### src/rtl/minirisc_pkg.sv
// Shared definitions for the KGP-miniRISC multiply unit.
// No logic; types and constants only.
// No flow control; consumers import what they need.
package minirisc_pkg;

    // Operand width fixed by the shared 32-bit ripple adder.
    localparam int MUL_WIDTH = 32;
    // One shift-and-add iteration per multiplier bit.
    localparam int MUL_ITERS = 32;
    // Iteration counter width; holds 0..MUL_ITERS-1 plus the wrap.
    localparam int MUL_CNT_W = 6;

    typedef enum logic [1:0] {
        IDLE = 2'b00,
        RUN  = 2'b01,
        DONE = 2'b10
    } mul_state_e;

endpackage

### src/rtl/rippleAdder_32bit.sv
// 32-bit ripple-carry adder shared by the multi-cycle multiplier.
// Latency: purely combinational, carry ripples LSB to MSB.
// Backpressure: none; outputs follow inputs.
module rippleAdder_32bit (
    input  logic [31:0] A,
    input  logic [31:0] B,
    input  logic        Cinit,
    output logic [31:0] Sum,
    output logic        Cout
);

    // Bit-serial full-adder chain; carry kept in a local variable.
    always_comb begin
        logic carry;
        Sum   = '0;
        carry = Cinit;
        for (int i = 0; i < 32; i++) begin
            Sum[i] = A[i] ^ B[i] ^ carry;
            carry  = (A[i] & B[i]) | (carry & (A[i] ^ B[i]));
        end
        Cout = carry;
    end

endmodule

### src/rtl/shift_add_multiplier.sv
// Unsigned WIDTHxWIDTH -> 2*WIDTH shift-and-add multiplier on one shared adder.
// Latency: done pulses 33 cycles after start is accepted; busy while not IDLE.
// Backpressure: start is only sampled in IDLE; requests while busy are dropped.
module shift_add_multiplier
    import minirisc_pkg::*;
#(
    // Only 32 is legal: the shared adder is a fixed 32-bit block.
    parameter int WIDTH = MUL_WIDTH
) (
    input  logic                 clk,
    input  logic                 rst_n,
    input  logic                 start,
    input  logic [WIDTH-1:0]     multiplicand,
    input  logic [WIDTH-1:0]     multiplier,
    output logic [2*WIDTH-1:0]   product,
    output logic                 busy,
    output logic                 done
);

    localparam logic [MUL_CNT_W-1:0] LAST_ITER = MUL_CNT_W'(MUL_ITERS - 1);

    mul_state_e                 state_q, state_d;
    logic [WIDTH-1:0]           a_q, a_d;
    logic [2*WIDTH-1:0]         acc_q, acc_d;
    logic [MUL_CNT_W-1:0]       cnt_q, cnt_d;
    logic [2*WIDTH-1:0]         product_q, product_d;

    logic [WIDTH-1:0]           add_s;
    logic                       add_c;

    // The only adder in the unit: upper accumulator half plus the multiplicand.
    rippleAdder_32bit u_adder (
        .A     (acc_q[2*WIDTH-1:WIDTH]),
        .B     (a_q),
        .Cinit (1'b0),
        .Sum   (add_s),
        .Cout  (add_c)
    );

    // State, operand, accumulator, counter and result registers.
    always_ff @(posedge clk or negedge rst_n) begin
        if (!rst_n) begin
            state_q   <= IDLE;
            a_q       <= '0;
            acc_q     <= '0;
            cnt_q     <= '0;
            product_q <= '0;
        end else begin
            state_q   <= state_d;
            a_q       <= a_d;
            acc_q     <= acc_d;
            cnt_q     <= cnt_d;
            product_q <= product_d;
        end
    end

    // Next-state logic: accept in IDLE, one add/shift per RUN cycle, pulse in DONE.
    always_comb begin
        state_d   = state_q;
        a_d       = a_q;
        acc_d     = acc_q;
        cnt_d     = cnt_q;
        product_d = product_q;
        unique case (state_q)
            IDLE: begin
                if (start) begin
                    a_d     = multiplicand;
                    acc_d   = {{WIDTH{1'b0}}, multiplier};
                    cnt_d   = '0;
                    state_d = RUN;
                end
            end
            RUN: begin
                // The adder's carry-out lands in bit 63, so the result is exact.
                if (acc_q[0]) begin
                    acc_d = {add_c, add_s, acc_q[WIDTH-1:1]};
                end else begin
                    acc_d = {1'b0, acc_q[2*WIDTH-1:WIDTH], acc_q[WIDTH-1:1]};
                end
                cnt_d = cnt_q + MUL_CNT_W'(1);
                if (cnt_q == LAST_ITER) begin
                    product_d = acc_d;
                    state_d   = DONE;
                end
            end
            DONE: begin
                state_d = IDLE;
            end
            default: begin
                state_d = IDLE;
            end
        endcase
    end

    assign product = product_q;
    assign busy    = (state_q != IDLE);
    assign done    = (state_q == DONE);

endmodule
### config.mk
export PLATFORM = sky130hd
export DESIGN_NAME = shift_add_multiplier
export DESIGN_NICKNAME = d
export VERILOG_FILES = /design/src/rtl/minirisc_pkg.sv /design/src/rtl/rippleAdder_32bit.sv /design/src/rtl/shift_add_multiplier.sv
export SDC_FILE = /design/constraint.sdc
export NUM_CORES = 1
export LEC_CHECK = 0
export ABC_AREA = 1
export CORE_MARGIN = 1
export CORE_UTILIZATION = 35
export CTS_CLUSTER_DIAMETER = 100
export DETAILED_ROUTE_END_ITERATION = 10
export GPL_ROUTABILITY_DRIVEN = 1
export GPL_TIMING_DRIVEN = 0
export HOLD_SLACK_MARGIN = 0.08
export PLACE_DENSITY = 0.56
export SLEW_MARGIN = 20
export SYNTH_ARGS = -nofsm -noshare
export SYNTH_HDL_FRONTEND = slang
export SYNTH_SLANG_ARGS = --single-unit
### constraint.sdc
create_clock -name clk -period 17.9 [get_ports clk]
set_clock_uncertainty 0.15 [all_clocks]
set_input_delay 3.58 -clock clk [delete_from_list [all_inputs] [get_ports clk]]
set_output_delay 3.58 -clock clk [all_outputs]
set_load 0.1 [all_outputs]
==> run_results.csv, run 1 <==
group,metric,value,unit
grt,gr-usage-all-layers,18.4,%
placement,gp_congestion,0.801,
floorplanning,dieArea,0.0235,mm2
floorplanning,core_area,0.0222,mm2
pwr,irDropWorstVdd,0.000106,V
logic_synthesis,ys_types,23,
sta,max_freq,76.8,MHz
status,status,"completed",
final_layout,antenna_cells,0,
hold_path,hold_class,"flop to flop",
grt,grt_pass1_wl,33900,um
clock_network,cts-buffers-inserted,17,
clock_network,clock_sinks,168,
clock_network,cts-resized-gates,0,
routing,totalWireLength,20300,um
setup_path,slowest_delay,0.42,ns
clock_network,cts_tree,"done",
placement,hpwl,14500,um
setup_path,cp-start-kind,"flop",
final_layout,nNetsFinal,1198,
placement,post-place-cells,1359,
final_layout,drive_gt1_share,7.56,%
routing,drt_iter0_markers,295,
setup_path,path_max_fanout,2,
sta,layout_setup_ws,4.88,ns
grt,overflow,0,
clock_network,cts_htree_levels,4,
pwr,powerDensity,206,mW/mm2
logic_synthesis,yosys_warnings,0,
clock_network,insertion_delay,0.43,ns
floorplanning,die_width,153,um
setup_path,crit_path_frequent_cell,"fa_1",
sta,worstMarginPinSlew,1.03,ns
routing,first_pass_iters,5,
routing,wl_per_cell,14.6,um
sta,setup_violations,0,
pwr,p_total,2120,uW
setup_path,crit_type,"flop to flop",
placement,port_buffers,132,
run,maxCapViolations,0,
clock_network,hold_buffers,0,
routing,drc,0,
setup_path,worstPathRequired,18.05,ns
sta,finalCriticalPeriod,13.02,ns
grt,grt_max_degree,88,
logic_synthesis,syn_area_per_cell,8.47,um2
pwr,p_leak,0.00510,uW
logic_synthesis,synth_cells,946,
floorplanning,ioPinCount,133,
setup_path,endpoint_kind,"flop",
grt,grt_antenna_before_repair,0,
clock_network,clkSlewWorstSetupHoldPaths,0.07,ns
final_layout,fin_util,46.4,%
clock_network,clk_path_buf_depth,2,
logic_synthesis,syn_nets,1046,
sta,rsz0062_at_grt,"no",
sta,slew_viol_final,0,
grt,grt_pass1_vias,6458,
setup_path,cp_slowest_cell,"fa_1",
sta,setup-tns-final,0,ns
logic_synthesis,synth_seq_cells,168,
sta,period_share,72.7,%
sta,relSlewSlack,31.1,%
routing,drtAntennaViolNets,0,
logic_synthesis,yosysSeqAreaShare,52.5,%
placement,dp_slack,4.93,ns
floorplanning,placementRows,54,
final_layout,fillers,2185,
final_layout,instances_no_fill,1391,
routing,routed_via_density,4.60,
sta,final_hold_viol_count,0,
clock_network,cts_setup_buffers,0,
final_layout,synthToLayoutAreaGrowth,28.5,%
logic_synthesis,netlist_area,0.00801,mm2
routing,num_vias,6399,
setup_path,worstPathArrival,13.17,ns
floorplanning,die_h,153,um
clock_network,clock-root-buffer,"clkbuf_16",
floorplanning,start_util,36.2,%
-- synth_stat cells --
| master | instances | area (um2) |
|---|---|---|
| o21ai_2 | 1 | 8.76 |
| o21ai_1 | 34 | 170 |
| nand3_1 | 70 | 350 |
| ha_1 | 2 | 25.0 |
| buf_2 | 21 | 105 |
| nand4_1 | 1 | 6.26 |
| nand3_2 | 1 | 10.0 |
| inv_1 | 72 | 270 |
| nor2_4 | 1 | 11.3 |
| buf_4 | 14 | 105 |
| nand2_1 | 412 | 1550 |
| nor2_2 | 1 | 6.26 |
| o21ai_0 | 34 | 170 |
| buf_6 | 6 | 67.6 |
| xnor2_1 | 1 | 8.76 |
| dfrtp_1 | 168 | 4200 |
| nand3b_1 | 1 | 7.51 |
| nor2_1 | 29 | 109 |
| fa_1 | 31 | 621 |
| inv_2 | 5 | 18.8 |
| a21oi_1 | 27 | 135 |
| o22ai_1 | 1 | 6.26 |
| clkbuf_1 | 13 | 48.8 |
-- final cells by class --
class | count | area [um2] | share of cell area [%]
sequential | 168 | 4200 | 40.8
multi-input combinational | 647 | 3190 | 31.0
timing repair buffer | 133 | 1350 | 13.2
clock buffer | 18 | 439 | 4.27
tap | 280 | 350 | 3.40
buffer | 54 | 327 | 3.17
inverter | 77 | 289 | 2.81
clock inverter | 14 | 139 | 1.35
-- path summary, 6_finish.rpt --
path,end,slack (ns),cells past startpoint,start
worst min-delay path,product[38],0.32,2,product[38]
worst max-delay path,acc_q[62],4.88,42,a_q[0]
worst max register to register,acc_q[62],4.88,42,a_q[0]
worst min register to register,product[38],0.32,2,product[38]
min in group asynchronous,product[51],3.02,1,rst_n
max in group asynchronous,product[62],13.72,2,rst_n
-- where the power goes --
part / internal, uW / leakage [uW] / switching, uW
clock network: 199 / 0.000276 / 166
registers: 544 / 0.00203 / 95.6
logic: 326 / 0.00279 / 793
total: 1070 / 0.00510 / 1050
-- layer usage --
metal	vias to the layer above	share of wire, %	global-route usage (%)
met4	0	1.6	6.40
met1	3024	48	25.7
met3	23	3.8	2.72
li1	3222	-	-
met2	130	47	29.1
met5	-	0	0
-- worst max-delay path: cells and delay by family, from the launching register on --
family | cells | cell delay, ns
AOI/OAI and AO/OA | 2 | 0.20
DFF | 1 | 0.37
adders and majority gates | 32 | 11.63
and+or+nand+nor | 2 | 0.15
buffers and inverters | 6 | 0.37
-- cell usage in the layout, fill, tap and decap left out, drive strengths merged --
| cell type | Yosys | layout |
|---|---|---|
| clkinvlp | 0 | 3 |
| xnor2 | 1 | 1 |
| dfrtp | 168 | 168 |
| o22ai | 1 | 1 |
| clkinv | 0 | 5 |
| ha | 2 | 2 |
| inv | 77 | 82 |
| nor2 | 31 | 31 |
| nand3 | 71 | 71 |
| nand3b | 1 | 1 |
| o21ai | 69 | 69 |
| buf | 41 | 43 |
| bufinv | 0 | 1 |
| clkdlybuf4s50 | 0 | 131 |
| nand2 | 412 | 412 |
| a21oi | 27 | 27 |
| fa | 31 | 31 |
| clkbuf | 13 | 31 |
| nand4 | 1 | 1 |
-- through the flow --
step                      cell area (um2)  hold WS, ns
after global routing                10300        0.346
after detailed placement             9720        0.309
after CTS                           10300        0.325
final                               10300        0.318
after floorplan                      8010        0.305
after global placement               9680        0.304
-- logic make-up after synthesis --
family / Yosys count / synth area share [%]
xor+xnor: 1 / 0.109
buf+inv: 131 / 7.68
compound gates: 97 / 6.12
simple gates: 516 / 25.6
flops: 168 / 52.5
fa+ha+maj: 33 / 8.06
-- registers in the layout (all words and copies together), names as in the netlist --
signal	flops
cnt_q	6
a_q	32
state_q	2
product	64
acc_q	64
(Power assumes the default switching activity.)
==> inputs of run 2 (changes only) <==
- clock period: 17.9 -> 12.6 ns (I/O delays scaled with it)
==> run_results.csv, run 2 (same netlist as run 1, synthesis figures left out) <==
group,metric,value,unit
routing,totalWireLength,20400,um
setup_path,slowest_delay,0.41,ns
clock_network,insertion_delay,0.43,ns
setup_path,reg2reg_slack,0.37,ns
placement,hpwl,14500,um
setup_path,crit_type,"flop to flop",
grt,grt_antenna_before_repair,0,
floorplanning,start_util,36.2,%
floorplanning,core_area,0.0222,mm2
status,status,"completed",
sta,setup_violations,0,
placement,gp_congestion,0.801,
sta,finalCriticalPeriod,12.23,ns
clock_network,clock_sinks,168,
sta,worstMarginPinSlew,1.03,ns
sta,setup-tns-final,0,ns
grt,grt_pass1_vias,6434,
routing,drc,0,
final_layout,drive_gt1_share,9.09,%
floorplanning,dieArea,0.0235,mm2
sta,slew_viol_final,0,
grt,grt_max_degree,88,
final_layout,layout_common_cells,"412 x nand2_1, 168 x dfrtp_1, 131 x clkdlybuf4s50_1, 72 x inv_1, 70 x nand3_1",
grt,overflow,0,
setup_path,endpoint_kind,"flop",
pwr,powerDensity,294,mW/mm2
hold_path,min_path_cells,2,
final_layout,layout.cells.most_common,"nand2_1",
floorplanning,placementRows,54,
setup_path,crit_path_frequent_cell,"fa_2",
setup_path,cp-start-kind,"flop",
clock_network,clock-root-buffer,"clkbuf_16",
routing,drtAntennaViolNets,0,
routing,wl_per_cell,14.6,um
setup_path,path_max_fanout,2,
routing,routed_via_density,4.60,
clock_network,clk_path_buf_depth,2,
clock_network,cts_tree,"done",
sta,max_freq,81.8,MHz
setup_path,cp_slowest_cell,"fa_1",
sta,relSlewSlack,30.9,%
setup_path,rr_endpoint,"acc_q[62]",
sta,period_share,97.0,%
setup_path,ff2ff_path_depth,42,
setup_path,worstPathRequired,12.74,ns
setup_path,worstPathArrival,12.37,ns
floorplanning,die_width,153,um
routing,first_pass_iters,4,
floorplanning,ioPinCount,133,
pwr,p_leak,0.00509,uW
final_layout,synthToLayoutAreaGrowth,29.0,%
pwr,p_total,3040,uW
setup_path,r2r_start,"a_q[0]",
floorplanning,die_h,153,um
final_layout,antenna_cells,0,
setup_path,crit_start,"a_q[0]",
hold_path,min_from,"product[38]",
hold_path,hold_class,"flop to flop",
placement,port_buffers,132,
final_layout,nNetsFinal,1198,
clock_network,cts_htree_levels,4,
grt,grt_pass1_wl,33900,um
clock_network,cts_setup_buffers,0,
hold_path,holdPathEnd,"product[38]",
clock_network,cts-buffers-inserted,17,
routing,drt_iter0_markers,343,
clock_network,clkSlewWorstSetupHoldPaths,0.07,ns
routing,num_vias,6395,
run,maxCapViolations,0,
pwr,irDropWorstVdd,0.000151,V
grt,gr-usage-all-layers,18.4,%
sta,final_hold_viol_count,0,
-- run 2: changes by cell type in the layout (fill, tap and decap cells not counted) --
cell | previous run | this run
o21ai_1 | 34 | 35
fa_1 | 31 | 14
fa_2 | 0 | 17
o21ai_0 | 34 | 33
-- run 2: worst max-delay path: cells and delay by family (launching register included) --
family,cells,cell delay [ns]
adders and majority gates,32,10.85
and+or+nand+nor,2,0.15
buffers and inverters,6,0.39
DFF,1,0.37
AOI/OAI and AO/OA,2,0.18
-- run 2: where the power goes --
part | internal (uW) | total (uW) | leakage [uW] | switching [uW]
logic | 475 | 1610 | 0.00278 | 1140
clock network | 282 | 517 | 0.000276 | 235
registers | 773 | 908 | 0.00203 | 136
-- run 2: per-layer routing --
metal,vias up,part of all wire (%),track usage (%)
met5,-,0,0
met3,20,3.7,2.72
met1,3036,47,25.8
met2,116,47,29.1
met4,0,1.5,6.40
li1,3223,-,-
-- run 2: timing repair --
item,4_1_cts,5_1_grt
setup endpoints to repair,4,3
hold buffers,0,0
hold endpoints to repair,0,0
gates resized for setup,10,8
-- run 2: worst max path at each step --
stage                             end  slack [ns]  cells after the start
after CTS                   acc_q[62]        0.04                     42
after global placement      acc_q[62]       -0.35                     42
after global routing        acc_q[62]       -0.02                     42
final                       acc_q[62]        0.37                     42
after detailed placement    acc_q[62]       -0.37                     42
after floorplan           product[62]        0.22                     42
-- run 2: per-stage QoR --
step | setup WS, ns | utilization (%) | hold slack, ns | std cells | instance area (um2)
finish | 0.374 | 46.6 | 0.318 | 1391 | 10300
global route | -0.0200 | 46.6 | 0.346 | 1391 | 10300
CTS | 0.0356 | 46.6 | 0.325 | 1391 | 10300
detailed placement | -0.371 | 43.8 | 0.309 | 1359 | 9720
global placement | -0.353 | 43.7 | 0.304 | 1358 | 9680
floorplan | 0.220 | - | 0.305 | 946 | 8010
-- run 2: layout make-up --
cell class | instances | area (um2)
clock inverter | 14 | 139
multi-input combinational | 647 | 3230
fill | 2182 | 11800
tap | 280 | 350
inverter | 77 | 289
buffer | 54 | 327
clock buffer | 18 | 439
sequential | 168 | 4200
timing repair buffer | 133 | 1350
==> inputs of run 3 (changes only) <==
- PLACE_DENSITY: 0.56 -> default
==> run_results.csv, run 3 (same netlist as run 1, synthesis figures left out) <==
group,metric,value,unit
status,status,"completed",
floorplanning,placementRows,54,
clock_network,cts_setup_buffers,0,
routing,num_vias,6465,
pwr,powerDensity,295,mW/mm2
clock_network,clkSlewWorstSetupHoldPaths,0.06,ns
setup_path,r2r_start,"a_q[0]",
floorplanning,core_area,0.0222,mm2
grt,grt_antenna_before_repair,1,
sta,finalCriticalPeriod,12.22,ns
setup_path,worstPathRequired,12.74,ns
routing,totalWireLength,20200,um
clock_network,clk_path_buf_depth,2,
routing,drtAntennaViolNets,0,
clock_network,cts_tree,"done",
floorplanning,dieArea,0.0235,mm2
sta,relSlewSlack,29.4,%
final_layout,layout.cells.most_common,"nand2_1",
sta,worstMarginPinSlew,1.06,ns
setup_path,path_buf_inv,6,
setup_path,crit_family,"adder cells",
setup_path,cp_slowest_cell,"fa_1",
placement,dp_slack,-0.505,ns
final_layout,layout_common_cells,"412 x nand2_1, 168 x dfrtp_1, 131 x clkdlybuf4s50_1, 72 x inv_1, 70 x nand3_1",
sta,rsz0062_at_grt,"no",
routing,drt_iter0_markers,452,
setup_path,crit_start,"a_q[0]",
setup_path,endpoint_kind,"flop",
grt,grt_pass1_wl,34000,um
sta,final_hold_viol_count,0,
setup_path,crit_type,"flop to flop",
setup_path,crit_path_frequent_cell,"fa_2",
setup_path,ff2ff_path_depth,42,
clock_network,cts_htree_levels,4,
floorplanning,die_width,153,um
floorplanning,die_h,153,um
sta,setup_violations,0,
setup_path,cp-start-kind,"flop",
grt,gr-usage-all-layers,18.4,%
final_layout,synthToLayoutAreaGrowth,29.4,%
routing,routed_via_density,4.64,
run,maxCapViolations,0,
placement,port_buffers,132,
routing,wl_per_cell,14.5,um
grt,grt_max_degree,91,
sta,slew_viol_final,0,
setup_path,cp-endpoint,"acc_q[62]",
sta,period_share,97.0,%
final_layout,nNetsFinal,1198,
setup_path,path_depth,42,
floorplanning,start_util,36.2,%
placement,hpwl,14400,um
pwr,p_leak,0.00510,uW
hold_path,hold_class,"flop to flop",
clock_network,hold_buffers,0,
setup_path,path_max_fanout,2,
clock_network,cts-buffers-inserted,17,
clock_network,clock_sinks,168,
placement,dpl_cell_area,0.00972,mm2
placement,gp_congestion,0.786,
final_layout,fillers,2168,
setup_path,rr_endpoint,"acc_q[62]",
final_layout,design_area,0.0104,mm2
clock_network,clock-root-buffer,"clkbuf_16",
pwr,irDropWorstVdd,0.000170,V
final_layout,drive_gt1_share,9.45,%
sta,setup-tns-final,0,ns
sta,max_freq,81.8,MHz
floorplanning,ioPinCount,133,
routing,first_pass_iters,4,
routing,drc,0,
clock_network,insertion_delay,0.43,ns
setup_path,reg2reg_slack,0.38,ns
grt,overflow,0,
sta,hold_ws,0.319,ns
sta,layout_setup_ws,0.382,ns
setup_path,worstPathArrival,12.36,ns
setup_path,slowest_delay,0.41,ns
grt,grt_pass1_vias,6658,
-- run 3: cell types whose count changed in the layout (fill, tap and decap cells not counted), sizes merged --
| cell | before | now |
|---|---|---|
| diode | 0 | 1 |
| clkinvlp | 3 | 1 |
| clkinv | 5 | 6 |
| inv | 82 | 81 |
| bufinv | 1 | 2 |
| clkbuf | 31 | 32 |
-- run 3: routing by layer --
layer	up-vias	GRT usage, %	wire [um]
met5	-	0	0
met4	0	6.30	309
met3	20	3.03	643
met1	3093	24.3	9480
met2	127	30.7	9810
li1	3225	-	-
-- run 3: layout make-up --
class	instances	area (um2)	area share, %
diodes	1	2.50	0.0241
repair buffers	133	1350	13.1
well taps	280	350	3.38
plain buffers	54	327	3.15
inverters	77	289	2.79
flip-flops and latches	168	4200	40.6
multi-input cells	647	3240	31.3
clock inverters	13	144	1.39
clock buffers	19	453	4.37
-- run 3: through the flow --
stage | power, uW | util, % | instances
final | 3060 | 46.8 | 1392
after global routing | 3300 | 46.8 | 1392
after CTS | 3070 | 46.7 | 1391
after detailed placement | 2520 | 43.8 | 1359
after global placement | 2480 | 43.7 | 1358
after floorplan | 2100 | - | 946
-- run 3: power breakdown --
part	leakage, uW	switching [uW]	internal, uW
clock network	0.000295	223	305
registers	0.00203	135	773
logic	0.00278	1150	479
total	0.00510	1500	1560
-- run 3: what timing repair did --
item                       in CTS  in global routing
hold endpoints to repair        0                  0
resized for setup              11                 11
setup endpoints to repair       6                  4
pin swaps                       0                  2
-- run 3: worst reg2reg max path: cells and delay by family (launching register included) --
kind | cells | cell delay, ns
flops | 1 | 0.36
compound gates | 2 | 0.17
buf+inv | 6 | 0.40
simple gates | 2 | 0.14
fa+ha+maj | 32 | 10.88
-- run 3: worst min-delay path by stage --
stage | from | endpoint | slack (ns) | cells past startpoint
final | product[62] | product[62] | 0.32 | 2
after floorplan | a_q[0] | a_q[0] | 0.31 | 2
after detailed placement | product[62] | product[62] | 0.31 | 2
after global placement | product[17] | product[17] | 0.31 | 2
after global routing | product[62] | product[62] | 0.35 | 2
after CTS | product[8] | product[8] | 0.32 | 2
